===== config.mk =====
export PLATFORM = sky130hd
export DESIGN_NAME = riscv_uart_tx_sched_flat
export DESIGN_NICKNAME = d
export VERILOG_FILES = /design/src/rtl/riscv_uart_pkg.sv /design/src/rtl/riscv_uart_tx_sched_if.sv /design/src/rtl/rr_arbiter.sv /design/src/rtl/riscv_uart_tx_sched.sv /design/src/flat_wrapper.sv
export SDC_FILE = /design/constraint.sdc
export NUM_CORES = 1
export LEC_CHECK = 0
export BUFFER_PORTS_ARGS = -buffer_cell sky130_fd_sc_hd__buf_2
export CORE_MARGIN = 4
export CORE_UTILIZATION = 23
export DETAILED_ROUTE_END_ITERATION = 7
export GPL_TIMING_DRIVEN = 0
export SLEW_MARGIN = 20
export SYNTH_ARGS = -nofsm -noshare
export SYNTH_HDL_FRONTEND = slang
export SYNTH_SLANG_ARGS = --single-unit

===== constraint.sdc =====
create_clock -name clk -period 1.85 [get_ports clk]
set_input_delay 0.0925 -clock clk [delete_from_list [all_inputs] [get_ports clk]]
set_output_delay 0.0925 -clock clk [all_outputs]
set_load 0.05 [all_outputs]

===== src/rtl/riscv_uart_pkg.sv =====
// Shared UART register map and scheduler state encoding.
// riscv_uart and its transmit scheduler both import this package so the
// register addresses live in exactly one place.
package riscv_uart_pkg;

    localparam logic [11:0] UART_TX_ADDR   = 12'h004;
    localparam logic [11:0] UART_STAT_ADDR = 12'h008;
    localparam int          TX_BUSY_BIT    = 0;

    typedef enum logic [1:0] {
        ST_IDLE,
        ST_WRITE,
        ST_POLL,
        ST_CHECK
    } tx_sched_state_t;

endpackage


===== src/rtl/riscv_uart_tx_sched_if.sv =====
// Requester handshake plus the riscv_uart single-cycle register bus.
// master = the scheduler, slave = requesters and the UART side.
interface riscv_uart_tx_sched_if #(
    parameter int N    = 2,
    parameter int XLEN = 32
);
    logic [N-1:0]    req_valid;
    logic [N*8-1:0]  req_data;
    logic [N-1:0]    req_ready;
    logic            sel;
    logic            enable;
    logic            write;
    logic [XLEN-1:0] addr;
    logic [XLEN-1:0] wdata;
    logic [XLEN-1:0] rdata;

    modport master (
        input  req_valid, req_data, rdata,
        output req_ready, sel, enable, write, addr, wdata
    );

    modport slave (
        output req_valid, req_data, rdata,
        input  req_ready, sel, enable, write, addr, wdata
    );
endinterface


===== src/rtl/rr_arbiter.sv =====
// Round-robin arbiter: search starts at pointer p and wraps modulo N.
// The pointer moves to winner+1 on every accepted grant.
module rr_arbiter #(
    parameter int N = 2
) (
    input  logic                 clk,
    input  logic                 rst,
    input  logic [N-1:0]         req,
    input  logic                 advance,
    output logic [N-1:0]         grant,
    output logic [$clog2(N)-1:0] idx
);
    localparam int IW = $clog2(N);

    logic [IW-1:0] ptr;

    // (base + step) mod N, valid for step < N
    function automatic logic [IW-1:0] wrap_inc(input logic [IW-1:0] base, input int step);
        int s;
        s = int'(base) + step;
        if (s >= N) s = s - N;
        return IW'(s);
    endfunction

    // Scan farthest-first so the requester nearest the pointer overwrites the rest
    always_comb begin
        grant = '0;
        idx   = '0;
        for (int k = N - 1; k >= 0; k--) begin
            if (req[wrap_inc(ptr, k)]) begin
                grant                  = '0;
                grant[wrap_inc(ptr, k)] = 1'b1;
                idx                    = wrap_inc(ptr, k);
            end
        end
    end

    // Pointer advances past the winner on each accept
    always_ff @(posedge clk) begin
        if (rst) begin
            ptr <= '0;
        end else if (advance) begin
            ptr <= wrap_inc(idx, 1);
        end
    end

endmodule


===== src/rtl/riscv_uart_tx_sched.sv =====
// Shares one riscv_uart transmitter among N byte requesters: round-robin
// accept, one TX data write, then status polls until the transmitter is
// idle or the poll budget runs out (sticky err).
module riscv_uart_tx_sched
    import riscv_uart_pkg::*;
#(
    parameter int N       = 2,
    parameter int XLEN    = 32,
    parameter int TIMEOUT = 65535
) (
    input  logic                   clk,
    input  logic                   rst,
    input  logic                   err_clr,
    output logic                   busy,
    output logic                   err,
    riscv_uart_tx_sched_if.master  bus
);
    localparam int CW = $clog2(TIMEOUT + 1);
    localparam int IW = $clog2(N);

    tx_sched_state_t state;
    logic [CW-1:0]   poll_cnt;
    logic [N-1:0]    grant;
    logic [IW-1:0]   gidx;
    logic            accept;
    logic            unused_rdata;

    // Only the busy bit of the status word matters
    assign unused_rdata = ^bus.rdata;

    // Grant is one-hot over valid requesters, so any valid in IDLE is an accept
    assign accept        = (state == ST_IDLE) && !rst && (|bus.req_valid);
    assign bus.req_ready = accept ? grant : '0;

    rr_arbiter #(.N(N)) u_arb (
        .clk     (clk),
        .rst     (rst),
        .req     (bus.req_valid),
        .advance (accept),
        .grant   (grant),
        .idx     (gidx)
    );

    // FSM with registered bus drive: outputs are loaded for the state being
    // entered. The accepted byte goes straight into wdata, which doubles as
    // the data latch because it is only needed during the WRITE cycle.
    always_ff @(posedge clk) begin
        if (rst) begin
            state      <= ST_IDLE;
            poll_cnt   <= '0;
            err        <= 1'b0;
            busy       <= 1'b0;
            bus.sel    <= 1'b0;
            bus.enable <= 1'b0;
            bus.write  <= 1'b0;
            bus.addr   <= '0;
            bus.wdata  <= '0;
        end else begin
            bus.sel    <= 1'b0;
            bus.enable <= 1'b0;
            bus.write  <= 1'b0;
            bus.addr   <= '0;
            bus.wdata  <= '0;
            if (err_clr) err <= 1'b0;

            case (state)
                ST_IDLE: begin
                    if (accept) begin
                        poll_cnt   <= '0;
                        state      <= ST_WRITE;
                        busy       <= 1'b1;
                        bus.sel    <= 1'b1;
                        bus.enable <= 1'b1;
                        bus.write  <= 1'b1;
                        bus.addr   <= XLEN'(UART_TX_ADDR);
                        bus.wdata  <= XLEN'(bus.req_data[8*int'(gidx) +: 8]);
                    end
                end
                ST_WRITE: begin
                    state      <= ST_POLL;
                    bus.sel    <= 1'b1;
                    bus.enable <= 1'b1;
                    bus.addr   <= XLEN'(UART_STAT_ADDR);
                end
                ST_POLL: begin
                    poll_cnt <= poll_cnt + 1'b1;
                    state    <= ST_CHECK;
                end
                ST_CHECK: begin
                    if (!bus.rdata[TX_BUSY_BIT]) begin
                        state <= ST_IDLE;
                        busy  <= 1'b0;
                    end else if (poll_cnt == CW'(TIMEOUT)) begin
                        // Timeout beats a same-cycle err_clr; the written byte is abandoned
                        err   <= 1'b1;
                        state <= ST_IDLE;
                        busy  <= 1'b0;
                    end else begin
                        state      <= ST_POLL;
                        bus.sel    <= 1'b1;
                        bus.enable <= 1'b1;
                        bus.addr   <= XLEN'(UART_STAT_ADDR);
                    end
                end
                default: begin
                    state <= ST_IDLE;
                    busy  <= 1'b0;
                end
            endcase
        end
    end

endmodule


===== src/flat_wrapper.sv =====
// flat-port wrapper written by rule: the top's interface ports become plain ports
module riscv_uart_tx_sched_flat import riscv_uart_pkg::*;
#(
    parameter int N       = 2,
    parameter int XLEN    = 32,
    parameter int TIMEOUT = 65535
)
  (clk, rst, err_clr, busy, err, bus_req_valid, bus_req_data, bus_rdata, bus_req_ready, bus_sel, bus_enable, bus_write, bus_addr, bus_wdata);
  riscv_uart_tx_sched_if #(.N(N), .XLEN(XLEN)) bus_i ();
  input  logic clk;
  input  logic rst;
  input  logic err_clr;
  output logic busy;
  output logic err;
  input wire logic [$bits(bus_i.req_valid)-1:0] bus_req_valid;
  input wire logic [$bits(bus_i.req_data)-1:0] bus_req_data;
  input wire logic [$bits(bus_i.rdata)-1:0] bus_rdata;
  output wire logic [$bits(bus_i.req_ready)-1:0] bus_req_ready;
  output wire logic [$bits(bus_i.sel)-1:0] bus_sel;
  output wire logic [$bits(bus_i.enable)-1:0] bus_enable;
  output wire logic [$bits(bus_i.write)-1:0] bus_write;
  output wire logic [$bits(bus_i.addr)-1:0] bus_addr;
  output wire logic [$bits(bus_i.wdata)-1:0] bus_wdata;
  assign bus_i.req_valid = bus_req_valid;
  assign bus_i.req_data = bus_req_data;
  assign bus_i.rdata = bus_rdata;
  assign bus_req_ready = bus_i.req_ready;
  assign bus_sel = bus_i.sel;
  assign bus_enable = bus_i.enable;
  assign bus_write = bus_i.write;
  assign bus_addr = bus_i.addr;
  assign bus_wdata = bus_i.wdata;
  riscv_uart_tx_sched #(.N(N), .XLEN(XLEN), .TIMEOUT(TIMEOUT)) u_core (.clk(clk), .rst(rst), .err_clr(err_clr), .busy(busy), .err(err), .bus(bus_i));
endmodule

### Word-level counts from Yosys, hierarchy flattened

Index checks and enable logic that the tools add are counted.

| operators by class | value |
|---|---|
| $add $sub $neg | 6 |
| order comparisons | 9 |
| eq/ne operators | 6 |
| shift operators | 1 |
| muxes and demuxes | 40 |
| bitwise operators | 2 |
| reductions and logical operators | 13 |

Operator list:

| operator | number |
|---|---|
| $pmux W32 S3 | 1 |
| $mux W32 | 1 |
| $pmux W16 S2 | 1 |
| $mux W1 | 23 |
| $add A16 B1 Y16 const B | 1 |
| $eq A16 B16 Y1 const B | 1 |
| $mux W16 | 1 |
| $shiftx A16 B5 Y8 | 1 |
| $mux W2 | 6 |
| $lt A1 B2 Y1 const B | 4 |
| $pmux W2 S4 | 1 |
| $add A1 B1 Y2 const B | 2 |
| $eq A2 B2 Y1 const B | 2 |
| $ge A2 B2 Y1 const B | 2 |
| $logic_and A1 B1 Y1 | 4 |
| $mux W4 | 1 |
| $reduce_bool A2 Y1 | 2 |
| $reduce_or A2 Y1 | 2 |
| $mux W3 | 1 |
| $ne A3 B2 Y1 const B | 1 |
| $pmux W1 S3 | 1 |
| $reduce_and A3 Y1 | 1 |
| $reduce_or A3 Y1 | 1 |
| $sub A1 B1 Y1 const B | 3 |
| 10 further kinds | 13 |

| word-level totals | value |
|---|---|
| flip-flop bits (word level) | 87 |
| input port bits | 53 |
| output and inout bits | 71 |
| word-level logic and storage cells | 87 |

### Logic depth before layout (Yosys ltp)

Gate-level depths: netlist of run 1.

| depth | value |
|---|---|
| depth in word-level cells | 13 |
| mapped depth | 7 |
| gate-level depth less buffers | 6 |

### By module

Synthesis of run 1 repeated with hierarchy kept, for this count alone.

| unflattened totals | value |
|---|---|
| cells, all modules | 214 |
| area, all modules | 1869.3 um^2 |

Modules (own cells, without submodules):

| module | times used | cells an instance | area each (um^2) | sequential area each (um^2) |
|---|---|---|---|---|
| riscv_uart_tx_sched | 1 | 207 | 1808.0 | 640.6 |
| rr_arbiter | 1 | 7 | 61.3 | 20.0 |

### Worst setup path after synthesis of run 1

No wires, ideal clock.

| path | value |
|---|---|
| kind | flip-flop to flip-flop |
| from | reg u_core.state[0] |
| to | reg u_core.bus.wdata[0] |
| library setup time | 0.066 ns |
| data arrival time | 2.291 ns |
| required time | 1.784 ns |
| path slack | -0.507 ns |
| cell stages (with the launch flop) | 7 |
| buffers on the path | 0 |
| period minus slack after synthesis | 2.357 ns |
| cells stage by stage | dfxtp_1 -> inv_1 -> ha_1 -> nor2b_1 -> nand2_1 -> a21oi_1 -> a22o_1 |

| on the way | value |
|---|---|
| cells in the longest elaborated chain, start to end | 5 |
| elaborated cells between the ends (all ways) | 6 |
| those cells by class | bitwise: 2; reduce/logical: 4 |

Ends and longest elaborated chain:

| what | line | text |
|---|---|---|
| start, declared | riscv_uart_tx_sched.sv:21 | `tx_sched_state_t state;` |
| start signal, assigned | riscv_uart_tx_sched.sv:49 | `state <= ST_IDLE;` |
| start signal, assigned | riscv_uart_tx_sched.sv:70 | `state <= ST_WRITE;` |
| start signal, assigned | riscv_uart_tx_sched.sv:80 | `state <= ST_POLL;` |
| $logic_not A2 Y1 (*) | riscv_uart_tx_sched.sv:32, riscv_uart_tx_sched.sv:66 |  |
| $logic_and A1 B1 Y1 (2 in a row) | riscv_uart_tx_sched.sv:32 | `assign accept = (state == ST_IDLE) && !rst && (\|bus.req_valid);` |
| $not A1 Y1 (no line) | - |  |
| $reduce_or A3 Y1 (no line) (*) | - |  |
| end signal, assigned | riscv_uart_tx_sched.sv:76 | `bus.wdata <= XLEN'(bus.req_data[8*int'(gidx) +: 8]);` |
| end, declared | riscv_uart_tx_sched_if.sv:19 | `output req_ready, sel, enable, write, addr, wdata` |

Every way passes the cells marked *; elsewhere a longest branch is shown, timed or not.
A chain may end at the register's enable or synchronous reset.

### Final worst setup path of run 1

| path | value |
|---|---|
| from | reg u_core.poll_cnt[4] |
| to | reg u_core.poll_cnt[11] |

| on the way | value |
|---|---|
| cells in the longest elaborated chain, start to end | 2 |

Ends and longest elaborated chain:

| what | line | text |
|---|---|---|
| start, declared | riscv_uart_tx_sched.sv:22 | `logic [CW-1:0] poll_cnt;` |
| start signal, assigned | riscv_uart_tx_sched.sv:86 | `poll_cnt <= poll_cnt + 1'b1;` |
| $add A16 B1 Y16 | riscv_uart_tx_sched.sv:86 |  |
| $pmux W16 S2 | riscv_uart_tx_sched.sv:66 | `case (state)` |

Every way passes these cells.

==> results.md, run 1 <==
- Largest net degree at the start of global routing: 11
- Port bufs: 38
- Number of synthesized flops with an enable pin: 0
- Flops & latches, synth: 33
- Post-synth ARST share: 0
- CTS tree: done
- Final #Nets: 391
- Final WS setup: between 60 and 70 ps
- Final wirelength: 4.50 mm
- Initial antenna violation count: 0
- Reg-to-reg slack, setup: 70 ps
- Synth warn: 0
- Initial DRC count: approximately 100
- Min Hold Slack: 23.2 ps
- Final setup vio count: 0
- Main synth FF type: dfxtp_1
- Pwr Density: roughly 950 nW/um^2
- Synth Cell Area: ~1900 um^2
- Htree depth: 2
- Setup Slack @ Placement: -468 ps
- Worst rel slew slack: 0.656
- Synth-to-Final Area Change: 45.6%
- Clock Tree Root: clkbuf_8
- CTS Buffer Depth: 2
- Synth Instances: around 230
- Crit path max fanout: 8
- Startpoint types: flip-flop
- Layout cells sized above 1: 0.417
- CTS Hold Bufs: 0
- I/O pin total: 124
- Yosys cell types: 35
- Post-synthesis sequential area ratio: 0.343
- Routed vias: approximately 1.7k
- Post-DP HPWL: 3.26 mm
- Final Slew Violations: 0
- Gp weighted congestion: around 0.76
- Number of core rows: 33
- Gr usage total: 0.0866
- WS Path Type: reg2reg
- Initial Utilization: 0.235
- Final Util: 0.343
- HP Class: in2reg
- Max cap viols: 0
- Min cycle time layout: 1780 ps
- Slew @ Worst Pin: 514 ps
- Status: finished, final reports clean
- Setup TNS: 0 ps
- Mean Syn Cell Area: 8.55 um^2
- Design Power: 2.65 mW
- N_diodes: 0
- Max Clock Skew: 3.05 ps
- WP data arrival: 1990 ps
- TritonCTS Buffers: 5
- Crit path capture type: flip-flop
- # DRC: 0
- Die Y: 99.5 um
- DR pass1 iterations: 4
- Tcrit/Tclk final: 0.963
- Max Fclk: ~0.56 GHz
- ANT nets after route: 0
- CORE AREA: 8180 um^2
- Worst-path clk slew: ~60 ps
- Final hold viol count: 0
- Vias in the first global route: 1582
- Post-DR wirelength/cell: between 10 and 15 um
- LEAKAGE: 1.31 nW
- Critical Path RT: slightly above 2000 ps
- Vias/cell: 3.98
- Remaining Overflow, GRT: 0
- Clock Latency Late Sink: 270 ps
- Die Span X: between 90 and 100 um
- Die Area: around 9900 um^2
- First-pass GRT wire length: 7.11 mm
- Max rail drop VDD: around 0.59 mV
- Clock sink total: 33
## routing by layer
metal	GRT usage	up-vias	wire length [um]
met5	0	-	0
met4	0.0242	0	27
met3	0.0281	4	253
met2	0.152	47	2440
met1	0.101	797	1780
li1	-	895	-
## power by group
| part | internal, mW | switching (mW) | leakage (nW) | total, mW |
|---|---|---|---|---|
| Clock | 0.267 | 0.246 | 0.0395 | 0.513 |
| Sequential | 0.793 | 0.0496 | 0.272 | 0.843 |
| Combinational | 0.455 | 0.843 | 1.00 | 1.30 |
| Total | 1.52 | 1.14 | 1.31 | 2.65 |
## state kept, by name, indices dropped and copies added (netlist names)
signal / cells
u_core.state: 2
u_core.bus.addr: 2
u_core.bus.wdata: 8
u_core.poll_cnt: 16
u_core.bus.sel: 1
u_core.err: 1
u_core.busy: 1
u_core.bus.write: 1
u_core.u_arb.ptr: 1
## area by class of cell
cell class                      count  area (um^2)
Multi-Input combinational cell    177         1160
Buffer                             60          445
Clock buffer                        8         80.1
Sequential cell                    33          668
Timing Repair Buffer               48          287
Tap cell                          105          131
Inverter                            7         28.8
Fill cell                         880         5370
## metrics by stage
| step | std cells | instance area (um^2) |
|---|---|---|
| 2_1_floorplan | 278 | 2140 |
| 3_3_place_gp | 421 | 2460 |
| 3_5_place_dp | 421 | 2460 |
| 4_1_cts | 429 | 2640 |
| 5_1_grt | 438 | 2800 |
| 6_report | 438 | 2800 |
## synth_stat cells (2+ instances only)
master / count / share of area
nand3_1: 4 / 0.010
nor2_1: 9 / 0.018
nand4_1: 3 / 0.0098
a21oi_1: 15 / 0.039
nor2b_1: 2 / 0.0065
o31ai_1: 5 / 0.020
clkbuf_1: 5 / 0.0098
nand2_1: 16 / 0.031
o21ai_0: 5 / 0.013
inv_1: 7 / 0.014
a211oi_1: 2 / 0.0078
dfxtp_1: 33 / 0.34
or3_1: 6 / 0.020
nor4_1: 5 / 0.016
or4_1: 6 / 0.023
a22o_1: 8 / 0.036
o21bai_1: 3 / 0.012
nand2b_1: 8 / 0.026
buf_4: 55 / 0.21
nor4b_1: 2 / 0.0091
mux2i_1: 5 / 0.026
ha_1: 6 / 0.039
or2_2: 3 / 0.0098
## critical path, cell delays in order (launching register included)
cell and delay [ps]:
dfxtp_2 390, nand3_4 130, or3_1 390, clkbuf_2 170
or4_1 490, a21oi_1 150
## kinds of logic (layout without fill, tap and decap cells)
kind of cell               count (synthesis)  after routing  synth area share
buffers and inverters                     68            123             0.241
AOI/OAI and AO/OA                         43             43             0.148
muxes                                      6              6            0.0319
other                                      1             54           0.00195
and+or+nand+nor                           68             68             0.195
adders and majority gates                  6              6            0.0390
DFF                                       33             33             0.343
## cell usage in the layout, fill, tap and decap left out, drive strengths merged
master,count
nand4,3
a32oi,1
nor3,1
clkbuf,11
inv,7
a311oi,1
or4,6
and2,1
and4,1
nor4b,2
buf,105
conb,54
or3,6
a2bb2oi,1
a22o,8
nor2,9
nand2,16
o31ai,5
mux2,1
a21oi,15
nor4,5
nand2b,8
nor2b,2
o21bai,3
a31oi,1
o21ai,5
dfxtp,33
ha,6
mux2i,5
a21o,1
or2,3
nand3,5
a211oi,2
## worst paths after layout
| path | from | endpoint | depth (start not counted) |
|---|---|---|---|
| max | u_core.poll_cnt[4]$_SDFFE_PP0P_ | u_core.poll_cnt[11]$_SDFFE_PP0P_ | 5 |
| min | bus_req_data[14] | u_core.bus.wdata[6]$_SDFF_PP0_ | 2 |
| max reg2reg | u_core.poll_cnt[4]$_SDFFE_PP0P_ | u_core.poll_cnt[11]$_SDFFE_PP0P_ | 5 |
| min reg2reg | u_core.poll_cnt[10]$_SDFFE_PP0P_ | u_core.poll_cnt[10]$_SDFFE_PP0P_ | 2 |
## what timing repair did
item | CTS | global route
pin swaps | 0 | 2
gates resized for setup | 21 | 23
gates cloned | 0 | 0
buffers inserted | 1 | 9
setup endpoints to repair | 18 | 19
Note: power is estimated with default switching activity, not from simulation.
==> run 2: changes to the inputs <==
--- a/config.mk
+++ b/config.mk
@@ -9,6 +9,7 @@
 export CORE_MARGIN = 4
 export CORE_UTILIZATION = 23
 export DETAILED_ROUTE_END_ITERATION = 7
+export GPL_ROUTABILITY_DRIVEN = 1
 export GPL_TIMING_DRIVEN = 0
 export SLEW_MARGIN = 20
 export SYNTH_ARGS = -nofsm -noshare
==> constraint.sdc (replaced) <==
create_clock -name clk -period 1.61 [get_ports clk]
set_input_delay 0.0805 -clock clk [delete_from_list [all_inputs] [get_ports clk]]
set_output_delay 0.0805 -clock clk [all_outputs]
set_load 0.05 [all_outputs]
==> run 2 against run 1 <==
The run now ends with negative setup slack left. Die area stayed put. Via count is 1.2% higher. Fmax is 7.9% higher. Cell count is 1.4% higher. Design area is 8.9% higher. Clock power is 56% higher. Register-to-register slack worse by 110 ps. Combinational power is 18% higher. Critical path depth stayed put. Count of clock-buffer cells in the layout is 1 lower. Clock skew is 10 ps higher. Core utilization is 3.0 points higher. Largest power group unchanged.
==> results.md, run 2 (same netlist as run 1, synthesis figures left out) <==
- Hold path cells: 2
- I/O pin total: 124
- Status: finished, violations left
- Number of core rows: 33
- WP data arrival: 1860 ps
- Min Hold Slack: roughly 8.7 ps
- Post-DP HPWL: 3.12 mm
- Remaining Overflow, GRT: 0
- Commonest non-fill, non-tap cell in the layout: buf_4
- Setup Slack @ Placement: -344 ps
- Critical Path RT: 1810 ps
- Synth-to-Final Area Change: 58.5%
- Tcrit/Tclk final: 1.03
- Clock Latency Late Sink: 280 ps
- Final WS setup: -41.2 ps
- Setup TNS: -74.1 ps
- Port bufs: 38
- Post-DR wirelength/cell: 10.6 um
- Pwr Density: approximately 1100 nW/um^2
- Slowest library cell on the worst path: or4_1
- Final wirelength: around 4.7 mm
- CP peak stage delay: 520 ps
- Number of flip-flops in the largest register: 16
- Largest net degree at the start of global routing: 11
- First-pass GRT wire length: around 7.1 mm
- LEAKAGE: 1.44 nW
- Die Span X: 99.5 um
- Gp weighted congestion: 0.758
- CORE AREA: 8180 um^2
- R2R depth: 5
- # DRC: 0
- HP Class: in2reg
- RSZ-0062 raised after global routing: true
- Max cap viols: 0
- Failing checks: negative setup slack
- Final std cells w/o fill: 444
- Fillers: 822
- Worst rel slew slack: 0.636
- Final Util: 0.373
- CTS Buffer Depth: 2
- Gr usage total: 0.0862
- Area of the multi-input gates: 1270 um^2
- TritonCTS Buffers: 5
- Max Clock Skew: 13.1 ps
- Final setup vio count: 2
- ANT nets after route: 0
- Cell Area, Placed: 2530 um^2
- Die Area: 9890 um^2
- Final #Nets: 397
- Htree depth: 2
- Max Fclk: between 0.6 and 0.7 GHz
- Clock Tree Root: clkbuf_8
- Crit path capture type: flip-flop
- Post-route cell area: roughly 3000 um^2
- Max rail drop VDD: 1.05 mV
- Startpoint types: flip-flop
- Clock sink total: 33
- Vias/cell: between 3 and 4
- Placed Instances: 421
- Most flops, register: u_core.poll_cnt
- Routed vias: 1764
- FF+latch area: about 700 um^2
- N_diodes: 0
- Crit-path cells: ha_2 -> nand3_2 -> clkbuf_8 -> or4_1 -> a21oi_1
- Final Slew Violations: 0
- Final hold viol count: 0
- CTS tree: done
- Largest regs: u_core.poll_cnt: 16 flops, u_core.bus.wdata: 8 flops
- Layout cells sized above 1: 0.519
- Initial Utilization: 0.235
- Commonest cells after routing, fill and taps aside: buf_4, conb_1, buf_2, dfxtp_1, nand2_1
- Vias in the first global route: 1595
- Design Power: 3.30 mW
- Crit path max fanout: 5
- Slew @ Worst Pin: ~540 ps
- WS Path Type: reg2reg
- DR pass1 iterations: 4
- Worst-path clk slew: 70 ps
- Die Y: 99.5 um
- Initial DRC count: 85
- Initial antenna violation count: 0
- Min cycle time layout: roughly 1700 ps
-- run 2: changes by cell type in the layout (fill, tap and decap cells not counted), sizes merged --
cell and change:
dlygate4sd3 +1, buf +6, clkbuf -2, bufinv +1
-- run 2: area by class of cell --
| type | instances | area share |
|---|---|---|
| Tap cell | 105 | 0.0431 |
| Multi-Input combinational cell | 177 | 0.416 |
| Buffer | 59 | 0.150 |
| Inverter | 7 | 0.0103 |
| Timing Repair Buffer | 55 | 0.114 |
| Clock inverter | 1 | 0.00984 |
| Clock buffer | 7 | 0.0283 |
| Sequential cell | 33 | 0.228 |
-- run 2: power by group --
part	internal, mW	switching, mW
clock network	0.505	0.297
logic	0.539	0.997
registers	0.909	0.0548
total	1.95	1.35
-- run 2: worst paths after layout --
path / slack, ps / endpoint / startpoint
worst min-delay path: 9 / u_core.bus.wdata[0]$_SDFF_PP0_ / bus_req_data[8]
worst max register to register: -40 / u_core.err$_SDFF_PP0_ / u_core.poll_cnt[0]$_SDFFE_PP0P_
worst min register to register: 480 / u_core.err$_SDFF_PP0_ / u_core.err$_SDFF_PP0_
worst max-delay path: -40 / u_core.err$_SDFF_PP0_ / u_core.poll_cnt[0]$_SDFFE_PP0P_
-- run 2: layer usage --
metal  routed length (um)  part of all wire  GRT usage  up-vias
met4                   26            0.0055     0.0221        0
met3                  320             0.068     0.0224        4
met1                 1840              0.39      0.102      798
met2                 2530              0.54      0.154       60
met5                    0                 0          0        -
li1                     -                 -          -      902
-- run 2: timing repair --
action / in CTS / in global routing
setup buffers: 10 / 5
pin swaps: 3 / 26
endpoints found under the setup margin: 23 / 20
resized for setup: 34 / 40
endpoints found under the hold margin: 0 / 1
cloned: 1 / 0
hold buffers: 0 / 1
-- run 2: worst max-delay path: cells and delay by family, from the launching register on --
kind / cells / cell delay, ps
buffers and inverters: 1 / 190
AND/OR/NAND/NOR: 2 / 660
adder cells (fa/ha/maj): 1 / 200
AO/OA/AOI/OAI: 1 / 140
flip-flops: 1 / 390
